[src/rtl/dma_block_mover_if.sv]
// CI, bus-master and scratchpad port-B signal bundle for the block mover.
// Latency: none, this is wiring only.
// Backpressure: carries busyIn/transactionGranted from the bus side to the mover.
interface dma_block_mover_if;
  // custom-instruction access
  logic        start;
  logic [7:0]  ciN;
  logic [31:0] valueA;
  logic [31:0] valueB;
  logic        done;
  logic [31:0] result;
  // bus master
  logic        requestTransaction;
  logic        transactionGranted;
  logic        beginTransaction;
  logic [31:0] addressDataOut;
  logic        readNotWrite;
  logic [7:0]  burstSize;
  logic        dataValidOut;
  logic        endTransactionOut;
  logic [31:0] addressDataIn;
  logic        dataValidIn;
  logic        endTransactionIn;
  logic        busyIn;
  logic        busErrorIn;
  // scratchpad port B
  logic [8:0]  memAddress;
  logic        memWriteEnable;
  logic [31:0] memWriteData;
  logic [31:0] memReadData;

  modport master (
    input  start, ciN, valueA, valueB,
    output done, result,
    output requestTransaction, beginTransaction, addressDataOut, readNotWrite,
    output burstSize, dataValidOut, endTransactionOut,
    input  transactionGranted, addressDataIn, dataValidIn, endTransactionIn,
    input  busyIn, busErrorIn,
    output memAddress, memWriteEnable, memWriteData,
    input  memReadData
  );

  modport slave (
    output start, ciN, valueA, valueB,
    input  done, result,
    input  requestTransaction, beginTransaction, addressDataOut, readNotWrite,
    input  burstSize, dataValidOut, endTransactionOut,
    output transactionGranted, addressDataIn, dataValidIn, endTransactionIn,
    output busyIn, busErrorIn,
    input  memAddress, memWriteEnable, memWriteData,
    output memReadData
  );
endinterface

[src/rtl/dma_block_mover.sv]
// CI-programmed DMA copying word blocks between bus memory and the scratchpad (port B).
// Latency: CI access completes in the same cycle; read beats land in the scratchpad the cycle they arrive.
// Backpressure: busyIn stalls write beats with data held; bursts wait for transactionGranted.
module dma_block_mover #(
  parameter logic [7:0] customId = 8'h01,
  parameter logic [7:0] maxBurst = 8'd15
) (
  input  logic             clock,
  input  logic             reset,
  dma_block_mover_if.master bus
);

  typedef enum logic [3:0] {
    S_IDLE, S_REQ, S_BEGIN, S_RDATA, S_WPREF, S_WDATA, S_WEND, S_END_CHECK, S_ERROR
  } state_t;

  state_t      state, state_nxt;
  logic [31:0] bus_addr;
  logic [8:0]  mem_addr;
  logic [9:0]  block_size;
  logic [7:0]  burst_len;
  logic        err_flag;
  logic        dir_read;
  logic [31:0] cur_bus;
  logic [8:0]  cur_mem;
  logic [9:0]  remaining;
  logic [8:0]  beats_left;
  logic [31:0] held;
  logic        fresh;
  logic        wr_open;

  logic        active, ci_wr, busy, go, err_hit, rd_beat, wr_beat;
  logic [2:0]  sel;
  logic [8:0]  burst_plus;
  logic [9:0]  beats, beats_m1;
  logic [31:0] rd_data;
  logic        unused_bits;

  // reset also gates the CI strobe so done/result are low while held in reset
  assign active      = reset & bus.start & (bus.ciN == customId);
  assign sel         = bus.valueA[12:10];
  assign ci_wr       = active & bus.valueA[9];
  assign busy        = (state != S_IDLE);
  assign go          = ci_wr & (sel == 3'd5) & ~busy & (bus.valueB[1:0] != 2'b00) & (block_size != 10'd0);
  assign err_hit     = bus.busErrorIn & (state != S_IDLE) & (state != S_ERROR);
  assign rd_beat     = (state == S_RDATA) & bus.dataValidIn & (beats_left != 9'd0) & ~bus.busErrorIn;
  assign wr_beat     = (state == S_WDATA) & ~bus.busyIn & ~bus.busErrorIn;
  assign burst_plus  = {1'b0, burst_len} + 9'd1;
  assign beats       = ({1'b0, burst_plus} < remaining) ? {1'b0, burst_plus} : remaining;
  assign beats_m1    = beats - 10'd1;
  assign bus.done    = active;
  assign bus.result  = active ? rd_data : 32'd0;
  // register-select and data bits outside the decoded fields carry no meaning
  assign unused_bits = ^{bus.valueA[31:13], bus.valueA[8:0], beats_m1[9:8]};

  // CI read mux; reflects pre-edge state so a poll racing completion sees the old status
  always_comb begin
    rd_data = 32'd0;
    case (sel)
      3'd1:    rd_data = bus_addr;
      3'd2:    rd_data = {23'd0, mem_addr};
      3'd3:    rd_data = {22'd0, block_size};
      3'd4:    rd_data = {24'd0, burst_len};
      3'd5:    rd_data = {30'd0, err_flag, busy};
      default: rd_data = 32'd0;
    endcase
  end

  // State register
  always_ff @(posedge clock or negedge reset) begin
    if (!reset) state <= S_IDLE;
    else        state <= state_nxt;
  end

  // Next-state and bus/scratchpad outputs
  always_comb begin
    state_nxt             = state;
    bus.requestTransaction = 1'b0;
    bus.beginTransaction  = 1'b0;
    bus.addressDataOut    = 32'd0;
    bus.readNotWrite      = 1'b0;
    bus.burstSize         = 8'd0;
    bus.dataValidOut      = 1'b0;
    bus.endTransactionOut = 1'b0;
    bus.memAddress        = 9'd0;
    bus.memWriteEnable    = 1'b0;
    bus.memWriteData      = 32'd0;
    case (state)
      S_IDLE: if (go) state_nxt = S_REQ;
      S_REQ: begin
        bus.requestTransaction = 1'b1;
        if (bus.transactionGranted) state_nxt = S_BEGIN;
      end
      S_BEGIN: begin
        bus.requestTransaction = 1'b1;
        bus.beginTransaction   = 1'b1;
        bus.addressDataOut     = cur_bus;
        bus.readNotWrite       = dir_read;
        bus.burstSize          = beats_m1[7:0];
        state_nxt              = dir_read ? S_RDATA : S_WPREF;
      end
      S_RDATA: begin
        bus.requestTransaction = 1'b1;
        bus.memAddress         = cur_mem;
        bus.memWriteEnable     = rd_beat;
        bus.memWriteData       = bus.addressDataIn;
        if (bus.endTransactionIn) state_nxt = S_END_CHECK;
      end
      S_WPREF: begin
        bus.requestTransaction = 1'b1;
        bus.memAddress         = cur_mem;
        state_nxt              = S_WDATA;
      end
      S_WDATA: begin
        // the address one ahead is always presented so the next word is ready the
        // cycle after an accepted beat; it does not move during a stall
        bus.requestTransaction = 1'b1;
        bus.dataValidOut       = 1'b1;
        bus.addressDataOut     = fresh ? bus.memReadData : held;
        bus.memAddress         = cur_mem + 9'd1;
        if (wr_beat && (beats_left == 9'd1)) state_nxt = S_WEND;
      end
      S_WEND: begin
        bus.requestTransaction = 1'b1;
        bus.endTransactionOut  = 1'b1;
        state_nxt              = S_END_CHECK;
      end
      S_END_CHECK: state_nxt = (remaining == 10'd0) ? S_IDLE : S_REQ;
      S_ERROR: begin
        bus.endTransactionOut = wr_open;
        state_nxt             = S_IDLE;
      end
      default: state_nxt = S_IDLE;
    endcase
    if (err_hit) state_nxt = S_ERROR;
  end

  // Config registers, working counters and the write-beat holding register
  always_ff @(posedge clock or negedge reset) begin
    if (!reset) begin
      bus_addr   <= 32'd0;
      mem_addr   <= 9'd0;
      block_size <= 10'd0;
      burst_len  <= 8'd0;
      err_flag   <= 1'b0;
      dir_read   <= 1'b0;
      cur_bus    <= 32'd0;
      cur_mem    <= 9'd0;
      remaining  <= 10'd0;
      beats_left <= 9'd0;
      held       <= 32'd0;
      fresh      <= 1'b0;
      wr_open    <= 1'b0;
    end else begin
      if (ci_wr && !busy) begin
        case (sel)
          3'd1:    bus_addr   <= {bus.valueB[31:2], 2'b00};
          3'd2:    mem_addr   <= bus.valueB[8:0];
          3'd3:    block_size <= bus.valueB[9:0];
          3'd4:    burst_len  <= (bus.valueB[7:0] > maxBurst) ? maxBurst : bus.valueB[7:0];
          default: ;
        endcase
      end
      if (go) begin
        err_flag  <= 1'b0;
        dir_read  <= bus.valueB[0];
        cur_bus   <= bus_addr;
        cur_mem   <= mem_addr;
        remaining <= block_size;
      end
      if (state == S_BEGIN) beats_left <= beats[8:0];
      if (rd_beat || wr_beat) begin
        cur_mem    <= cur_mem + 9'd1;
        cur_bus    <= cur_bus + 32'd4;
        remaining  <= remaining - 10'd1;
        beats_left <= beats_left - 9'd1;
      end
      if (state == S_WPREF) begin
        fresh <= 1'b1;
      end else if (state == S_WDATA) begin
        if (wr_beat) begin
          fresh <= 1'b1;
        end else if (fresh) begin
          held  <= bus.memReadData;
          fresh <= 1'b0;
        end
      end
      if (err_hit) begin
        err_flag <= 1'b1;
        wr_open  <= (state == S_WPREF) || (state == S_WDATA) || ((state == S_BEGIN) && !dir_read);
      end
    end
  end

endmodule

[src/flat_wrapper.sv]
// flat-port wrapper written by rule: the top's interface ports become plain ports
module dma_block_mover_flat 
#(
  parameter logic [7:0] customId = 8'h01,
  parameter logic [7:0] maxBurst = 8'd15
)
  (clock, reset, bus_start, bus_ciN, bus_valueA, bus_valueB, bus_done, bus_result, bus_requestTransaction, bus_beginTransaction, bus_addressDataOut, bus_readNotWrite, bus_burstSize, bus_dataValidOut, bus_endTransactionOut, bus_transactionGranted, bus_addressDataIn, bus_dataValidIn, bus_endTransactionIn, bus_busyIn, bus_busErrorIn, bus_memAddress, bus_memWriteEnable, bus_memWriteData, bus_memReadData);
  dma_block_mover_if bus_i ();
  input  logic clock;
  input  logic reset;
  input wire logic [$bits(bus_i.start)-1:0] bus_start;
  input wire logic [$bits(bus_i.ciN)-1:0] bus_ciN;
  input wire logic [$bits(bus_i.valueA)-1:0] bus_valueA;
  input wire logic [$bits(bus_i.valueB)-1:0] bus_valueB;
  output wire logic [$bits(bus_i.done)-1:0] bus_done;
  output wire logic [$bits(bus_i.result)-1:0] bus_result;
  output wire logic [$bits(bus_i.requestTransaction)-1:0] bus_requestTransaction;
  output wire logic [$bits(bus_i.beginTransaction)-1:0] bus_beginTransaction;
  output wire logic [$bits(bus_i.addressDataOut)-1:0] bus_addressDataOut;
  output wire logic [$bits(bus_i.readNotWrite)-1:0] bus_readNotWrite;
  output wire logic [$bits(bus_i.burstSize)-1:0] bus_burstSize;
  output wire logic [$bits(bus_i.dataValidOut)-1:0] bus_dataValidOut;
  output wire logic [$bits(bus_i.endTransactionOut)-1:0] bus_endTransactionOut;
  input wire logic [$bits(bus_i.transactionGranted)-1:0] bus_transactionGranted;
  input wire logic [$bits(bus_i.addressDataIn)-1:0] bus_addressDataIn;
  input wire logic [$bits(bus_i.dataValidIn)-1:0] bus_dataValidIn;
  input wire logic [$bits(bus_i.endTransactionIn)-1:0] bus_endTransactionIn;
  input wire logic [$bits(bus_i.busyIn)-1:0] bus_busyIn;
  input wire logic [$bits(bus_i.busErrorIn)-1:0] bus_busErrorIn;
  output wire logic [$bits(bus_i.memAddress)-1:0] bus_memAddress;
  output wire logic [$bits(bus_i.memWriteEnable)-1:0] bus_memWriteEnable;
  output wire logic [$bits(bus_i.memWriteData)-1:0] bus_memWriteData;
  input wire logic [$bits(bus_i.memReadData)-1:0] bus_memReadData;
  assign bus_i.start = bus_start;
  assign bus_i.ciN = bus_ciN;
  assign bus_i.valueA = bus_valueA;
  assign bus_i.valueB = bus_valueB;
  assign bus_done = bus_i.done;
  assign bus_result = bus_i.result;
  assign bus_requestTransaction = bus_i.requestTransaction;
  assign bus_beginTransaction = bus_i.beginTransaction;
  assign bus_addressDataOut = bus_i.addressDataOut;
  assign bus_readNotWrite = bus_i.readNotWrite;
  assign bus_burstSize = bus_i.burstSize;
  assign bus_dataValidOut = bus_i.dataValidOut;
  assign bus_endTransactionOut = bus_i.endTransactionOut;
  assign bus_i.transactionGranted = bus_transactionGranted;
  assign bus_i.addressDataIn = bus_addressDataIn;
  assign bus_i.dataValidIn = bus_dataValidIn;
  assign bus_i.endTransactionIn = bus_endTransactionIn;
  assign bus_i.busyIn = bus_busyIn;
  assign bus_i.busErrorIn = bus_busErrorIn;
  assign bus_memAddress = bus_i.memAddress;
  assign bus_memWriteEnable = bus_i.memWriteEnable;
  assign bus_memWriteData = bus_i.memWriteData;
  assign bus_i.memReadData = bus_memReadData;
  dma_block_mover #(.customId(customId), .maxBurst(maxBurst)) u_core (.clock(clock), .reset(reset), .bus(bus_i));
endmodule
[config.mk]
export PLATFORM = sky130hd
export DESIGN_NAME = dma_block_mover_flat
export DESIGN_NICKNAME = d
export VERILOG_FILES = /design/src/rtl/dma_block_mover_if.sv /design/src/rtl/dma_block_mover.sv /design/src/flat_wrapper.sv
export SDC_FILE = /design/constraint.sdc
export NUM_CORES = 1
export LEC_CHECK = 0
export ABC_AREA = 1
export ABC_CLOCK_PERIOD_IN_PS = 4070
export CAP_MARGIN = 5
export CORE_ASPECT_RATIO = 1.4
export CORE_MARGIN = 2
export CORE_UTILIZATION = 38
export CTS_CLUSTER_DIAMETER = 80
export CTS_CLUSTER_SIZE = 16
export DETAILED_ROUTE_END_ITERATION = 6
export PLACE_DENSITY = 0.66
export SYNTH_ARGS = -nofsm -noshare
export SYNTH_HDL_FRONTEND = slang
export SYNTH_SLANG_ARGS = --single-unit
[constraint.sdc]
create_clock -name clock -period 4.07 [get_ports clock]
set_input_delay 1.0175 -clock clock [delete_from_list [all_inputs] [get_ports clock]]
set_output_delay 1.0175 -clock clock [all_outputs]
set_load 0.01 [all_outputs]
Yosys cells after proc, flatten, opt, wreduce, memory -nomap -nowiden
Index checks and enable logic that the tools add are counted.
- $add $sub $neg: 6
- $lt $le $gt $ge: 2
- equal/unequal tests: 20
- muxes and demuxes: 36
- bitwise operators: 19
- reduce and logical (&&, ||, !) cells: 26
- operators by type and width (cell ; number):
    $mux 32 ; 5
    $pmux 32 s5 ; 1
    $pmux 32 s2 ; 1
    $mux 9 ; 5
    $add 32x3->32 const B ; 1
    $pmux 4 s8 ; 1
    $mux 10 ; 2
    $mux 4 ; 5
    $pmux 9 s2 ; 1
    $eq 4x3->1 const B ; 4
    $mux 8 ; 2
    $and 1x1->1 ; 14
    $mux 1 ; 11
    $logic_not 10->1 ; 1
    $lt 9x10->1 ; 1
    $reduce_bool 10->1 ; 1
    $reduce_bool 2->1 ; 5
    $sub 10x1->10 const B ; 1
    $add 8x1->9 const B ; 1
    $add 9x1->9 const B ; 1
    $eq 9x1->1 const B ; 1
    $reduce_bool 9->1 ; 1
    $sub 9x1->9 const B ; 1
    $eq 4x2->1 const B ; 2
    other kinds (24) ; 40
- flip-flop bits (word level): 157
- input port bits: 144
- output and inout bits: 120

Longest topological paths before layout
- depth after elaboration: 10
- depth in mapped cells: 22
- depth with buffers taken out: 21

Least setup slack after synthesis
No wires, ideal clock.
- path type: register to output
- start: register u_core.burst_len[0]
- end: output bus_burstSize[4]
- data arrival time: 2779 ps
- data required time: 3053 ps
- setup slack: 274 ps
- cell stages (with the launch flop): 18
- path buffers: 1
- cell sequence: dfrtp_1 -> ha_1 -> nand2_1 -> nor2_1 -> nand3_1 -> nor2_1 -> ha_1 -> inv_1 -> nor2_1 -> a21oi_2 -> nand3_2 -> buf_6 -> o21ai_0 -> ha_1 -> nand2_1 -> nor2_2 -> nor2_1 -> nor3_1
- cells in the longest elaborated chain, start to end: 5
- ends and longest elaborated chain (element ; line ; text):
    start, declared ; dma_block_mover.sv:21 ; logic [7:0] burst_len;
    start signal, assigned ; dma_block_mover.sv:160 ; 3'd4: burst_len <= (bus.valueB[7:0] > maxBurst) ? maxBurst : bus.valueB[7:0];
    $add 8x1->9 * ; dma_block_mover.sv:48 ; assign burst_plus = {1'b0, burst_len} + 9'd1;
    $lt 9x10->1 ; dma_block_mover.sv:49 ; assign beats = ({1'b0, burst_plus} < remaining) ? {1'b0, burst_plus} : remaining;
    $mux 9 * ; dma_block_mover.sv:49 ;
    $sub 8x1->8 * ; dma_block_mover.sv:50 ; assign beats_m1 = beats - 10'd1;
    $mux 8 * ; dma_block_mover.sv:88 ; case (state)
    end, declared ; flat_wrapper.sv:21 ; output wire logic [$bits(bus_i.burstSize)-1:0] bus_burstSize;
Every way passes the cells marked *; elsewhere a longest branch is shown, timed or not.

Worst setup path after layout
- start: register u_core.burst_len[0]
- end: output bus_burstSize[7]
The elaborated chain is that of the path after synthesis.

==> flow_summary_export.csv <==
group,metric,value,unit
floorplanning,start_util,38.6,%
detailed_routing,vias,10200,
synthesis,ys_warn_count,0,
worst_setup_path,cp.required,3.05,ns
sta,finalSetupViolations,8,
worst_setup_path,rr_endpoint,"u_core.beats_left[1]$_DFFE_PN0P_",
final_layout,postLayoutCellArea,13900,um^2
clock_network,clkTransAtPathRegs,0.06,ns
synthesis,synth_cells,1378,
worst_setup_path,crit_path_start,"u_core.burst_len[0]$_DFFE_PN0P_",
floorplanning,die_h,194,um
synthesis,syn_area_per_cell,7.12,um^2
floorplanning,chipWidth,140,um
global_routing,grt-ovfl-total,0,
clock_network,worstSkewPairLatency,0.44,ns
sta,worst_pin_slew,0.918,ns
detailed_routing,ant_nets,0,
synthesis,syn_nets,1537,
sta,report.final.hold_viol_count,0,
synthesis,synth.distinct_cells,49,
detailed_routing,first_pass_iters,5,
worst_setup_path,crit_type,"reg2out",
detailed_routing,via_per_inst,5.08,
clock_network,numCtsBuffers,17,
place,hpwl,22.9,mm
floorplanning,io_pins,264,
global_routing,antenna_found_initial,0,
worst_setup_path,cp_max_fo,4,
worst_setup_path,cp-endpoint,"bus_burstSize[7]",
clock_network,h-tree-depth,4,
final_layout,fillers,2366,
sta,setup_ws,-0.182,ns
floorplanning,dieArea,27100,um^2
sta,slew_headroom,38.8,%
outcome,violations,"negative setup slack",
clock_network,root_buffer,"clkbuf_16",
clock_network,cts_buffer_depth,2,
worst_setup_path,startpoint_type,"register",
sta,rsz0062_at_grt,"yes",
floorplanning,core_area,25400,um^2
outcome,status,"finished, violations left",
sta,fmax,0.235,GHz
final_layout,area_delta_synth_final,41.5,%
global_routing,grtUsageTotal,23.0,%
clock_network,cts_tree,"yes",
power_and_ir_drop,power,5.93,mW
detailed_routing,drcViolationCount,0,
job,maxCapViolations,0,
global_routing,grt_start_max_net_pins,156,
final_layout,fin_util,54.7,%
worst_setup_path,reg2reg_from,"u_core.burst_len[0]$_DFFE_PN0P_",
min_path,hp-class,"reg2reg",
synthesis,netlist_area,9810,um^2
final_layout,final_nets,1831,
place,place_congestion,0.900,
final_layout,diodes,0,
place,portBuffers,235,
global_routing,grt_pass1_wl,50.6,mm
global_routing,grt_pass1_vias,9994,
floorplanning,rows,69,
sta,min_period,4.25,ns
power_and_ir_drop,ir_drop,0.317,mV
final_layout,final_common_cell,"nand2_1",
worst_setup_path,r2r_setup_slack,-0.15,ns
detailed_routing,drt_iter0_drc,664,
sta,min_period_over_period,104,%
worst_setup_path,cp.arrival,3.23,ns
final_layout,layout_common_cells,"nand2_1 (339), clkdlybuf4s50_1 (217), inv_1 (196), o21ai_0 (159), dfrtp_1 (154)",
clock_network,cts.sinks,155,
detailed_routing,wl_per_cell,15.9,um
power_and_ir_drop,p_leak,6.50,nW
worst_setup_path,ff2ff_path_depth,32,
sta,finalClockSkew,0.00919,ns
synthesis,ys_ff_latch,155,
power_and_ir_drop,power_density,428,nW/um^2
final_layout,drive_above_1_share,14.7,%
worst_setup_path,end_kind,"output port",
synthesis,seq_area_frac_synth,39.6,%
sta,slew_viol_final,0,
place,placed_cell_area,12800,um^2
detailed_routing,wl,31.8,mm
## synth_stat cells (all sizes together)
cell / n / area, um^2
a211o: 1 / 8.76
a211oi: 4 / 30.0
a21oi: 19 / 98.9
a221oi: 2 / 17.5
a22o: 5 / 43.8
a22oi: 2 / 15.0
a31oi: 3 / 18.8
a32o: 1 / 10.0
a41o: 1 / 10.0
a41oi: 7 / 61.3
and3: 1 / 6.26
buf: 26 / 169
clkbuf: 27 / 101
clkinv: 1 / 3.75
dfrtp: 155 / 3880
ha: 15 / 188
inv: 212 / 798
mux2: 22 / 263
mux2i: 2 / 20.0
nand2: 360 / 1380
nand3: 51 / 270
nand4: 14 / 93.8
nor2: 157 / 629
nor3: 34 / 185
nor4: 8 / 50.1
o211ai: 14 / 105
o21ai: 175 / 876
o21bai: 2 / 15.0
o221ai: 13 / 114
o22ai: 12 / 75.1
o31ai: 1 / 7.51
or2: 3 / 18.8
xnor2: 2 / 17.5
xor2: 26 / 228
## worst min path at each step
| stage | from | endpoint | slack [ns] | depth (start not counted) |
|---|---|---|---|---|
| 4_1_cts | u_core.held[0]$_DFFE_PN0P_ | u_core.held[0]$_DFFE_PN0P_ | 0.50 | 2 |
| 3_5_place_dp | u_core.held[0]$_DFFE_PN0P_ | u_core.held[0]$_DFFE_PN0P_ | 0.48 | 2 |
| 2_1_floorplan | u_core.wr_open$_DFFE_PN0P_ | u_core.wr_open$_DFFE_PN0P_ | 0.45 | 2 |
| 5_1_grt | u_core.held[1]$_DFFE_PN0P_ | u_core.held[1]$_DFFE_PN0P_ | 0.51 | 2 |
| 6_report | u_core.held[0]$_DFFE_PN0P_ | u_core.held[0]$_DFFE_PN0P_ | 0.50 | 2 |
| 3_3_place_gp | u_core.held[1]$_DFFE_PN0P_ | u_core.held[1]$_DFFE_PN0P_ | 0.47 | 2 |
## flip-flops by register name, indices dropped and copies added (netlist names)
register           cells
u_core.block_size     10
u_core.dir_read        1
u_core.state           4
u_core.wr_open         1
u_core.burst_len       8
u_core.beats_left      9
u_core.err_flag        1
u_core.bus_addr       30
u_core.held           32
u_core.fresh           1
u_core.mem_addr        9
u_core.remaining      10
u_core.cur_bus        30
u_core.cur_mem         9
## cell families after synthesis
logic type	synth area share [%]
and+or+nand+nor	26.8
buffers and inverters	10.9
AOI/OAI and AO/OA	15.4
DFF	39.6
xor gates and xnor gates	2.50
muxes	2.88
adders and majority gates	1.91
## worst max-delay path, cell delays in order (launching register included)
cell and delay [ns]:
dfrtp_1 0.41, ha_2 0.20, nand2_2 0.07, buf_4 0.14
o21bai_1 0.13, nand2_1 0.10, inv_2 0.07, ha_4 0.19
nand2_2 0.07, inv_1 0.06, nand2_1 0.07, nand2_1 0.07
nand2_2 0.13, buf_6 0.12, buf_4 0.10, nand4_1 0.15
nand2_2 0.16, nand2_2 0.08, nor2_2 0.16, nand3_2 0.07
nand2_1 0.06, nor2_1 0.05, buf_2 0.13
## area by class of cell
| cell class | count | area, um^2 | area share (%) |
|---|---|---|---|
| Sequential cell | 155 | 3880 | 28.0 |
| Multi-Input combinational cell | 957 | 5150 | 37.1 |
| Inverter | 213 | 810 | 5.84 |
| Tap cell | 319 | 399 | 2.88 |
| Timing Repair inverter | 1 | 7.51 | 0.0541 |
| Clock buffer | 19 | 443 | 3.19 |
| Clock inverter | 13 | 95.1 | 0.685 |
| Timing Repair Buffer | 327 | 3090 | 22.3 |
## metal layers
| layer | vias up | GRT usage, % | share of wire [%] | wire length [um] |
|---|---|---|---|---|
| met5 | - | 0 | 0 | 0 |
| met4 | 0 | 8.00 | 2.3 | 716 |
| met3 | 46 | 3.78 | 5.2 | 1660 |
| met2 | 332 | 38.8 | 49 | 15500 |
| met1 | 4767 | 29.7 | 44 | 13900 |
| li1 | 5035 | - | - | - |
## report_power, final
| part | internal (mW) | switching (mW) |
|---|---|---|
| Sequential | 1.96 | 0.298 |
| Clock | 0.798 | 0.672 |
| Combinational | 0.862 | 1.34 |
## repair_timing
item	4_1_cts	5_1_grt
setup endpoints to repair	20	26
hold buffers	0	0
pin swaps	18	23
setup buffers	30	7
gates resized for setup	64	51
endpoints found under the hold margin	0	0
gates cloned	0	1
## per-stage QoR
step | hold WS, ns | cells | setup WS (ns) | TNS [ns]
finish | 0.497 | 2004 | -0.182 | -1.00
global route | 0.513 | 2004 | -0.388 | -3.10
CTS | 0.498 | 1998 | -0.0784 | -0.417
detailed placement | 0.480 | 1936 | -0.224 | -1.25
global placement | 0.471 | 1936 | -0.178 | -0.934
floorplan | 0.450 | 1378 | 0.274 | 0
Power figures use the tool's default switching activity.
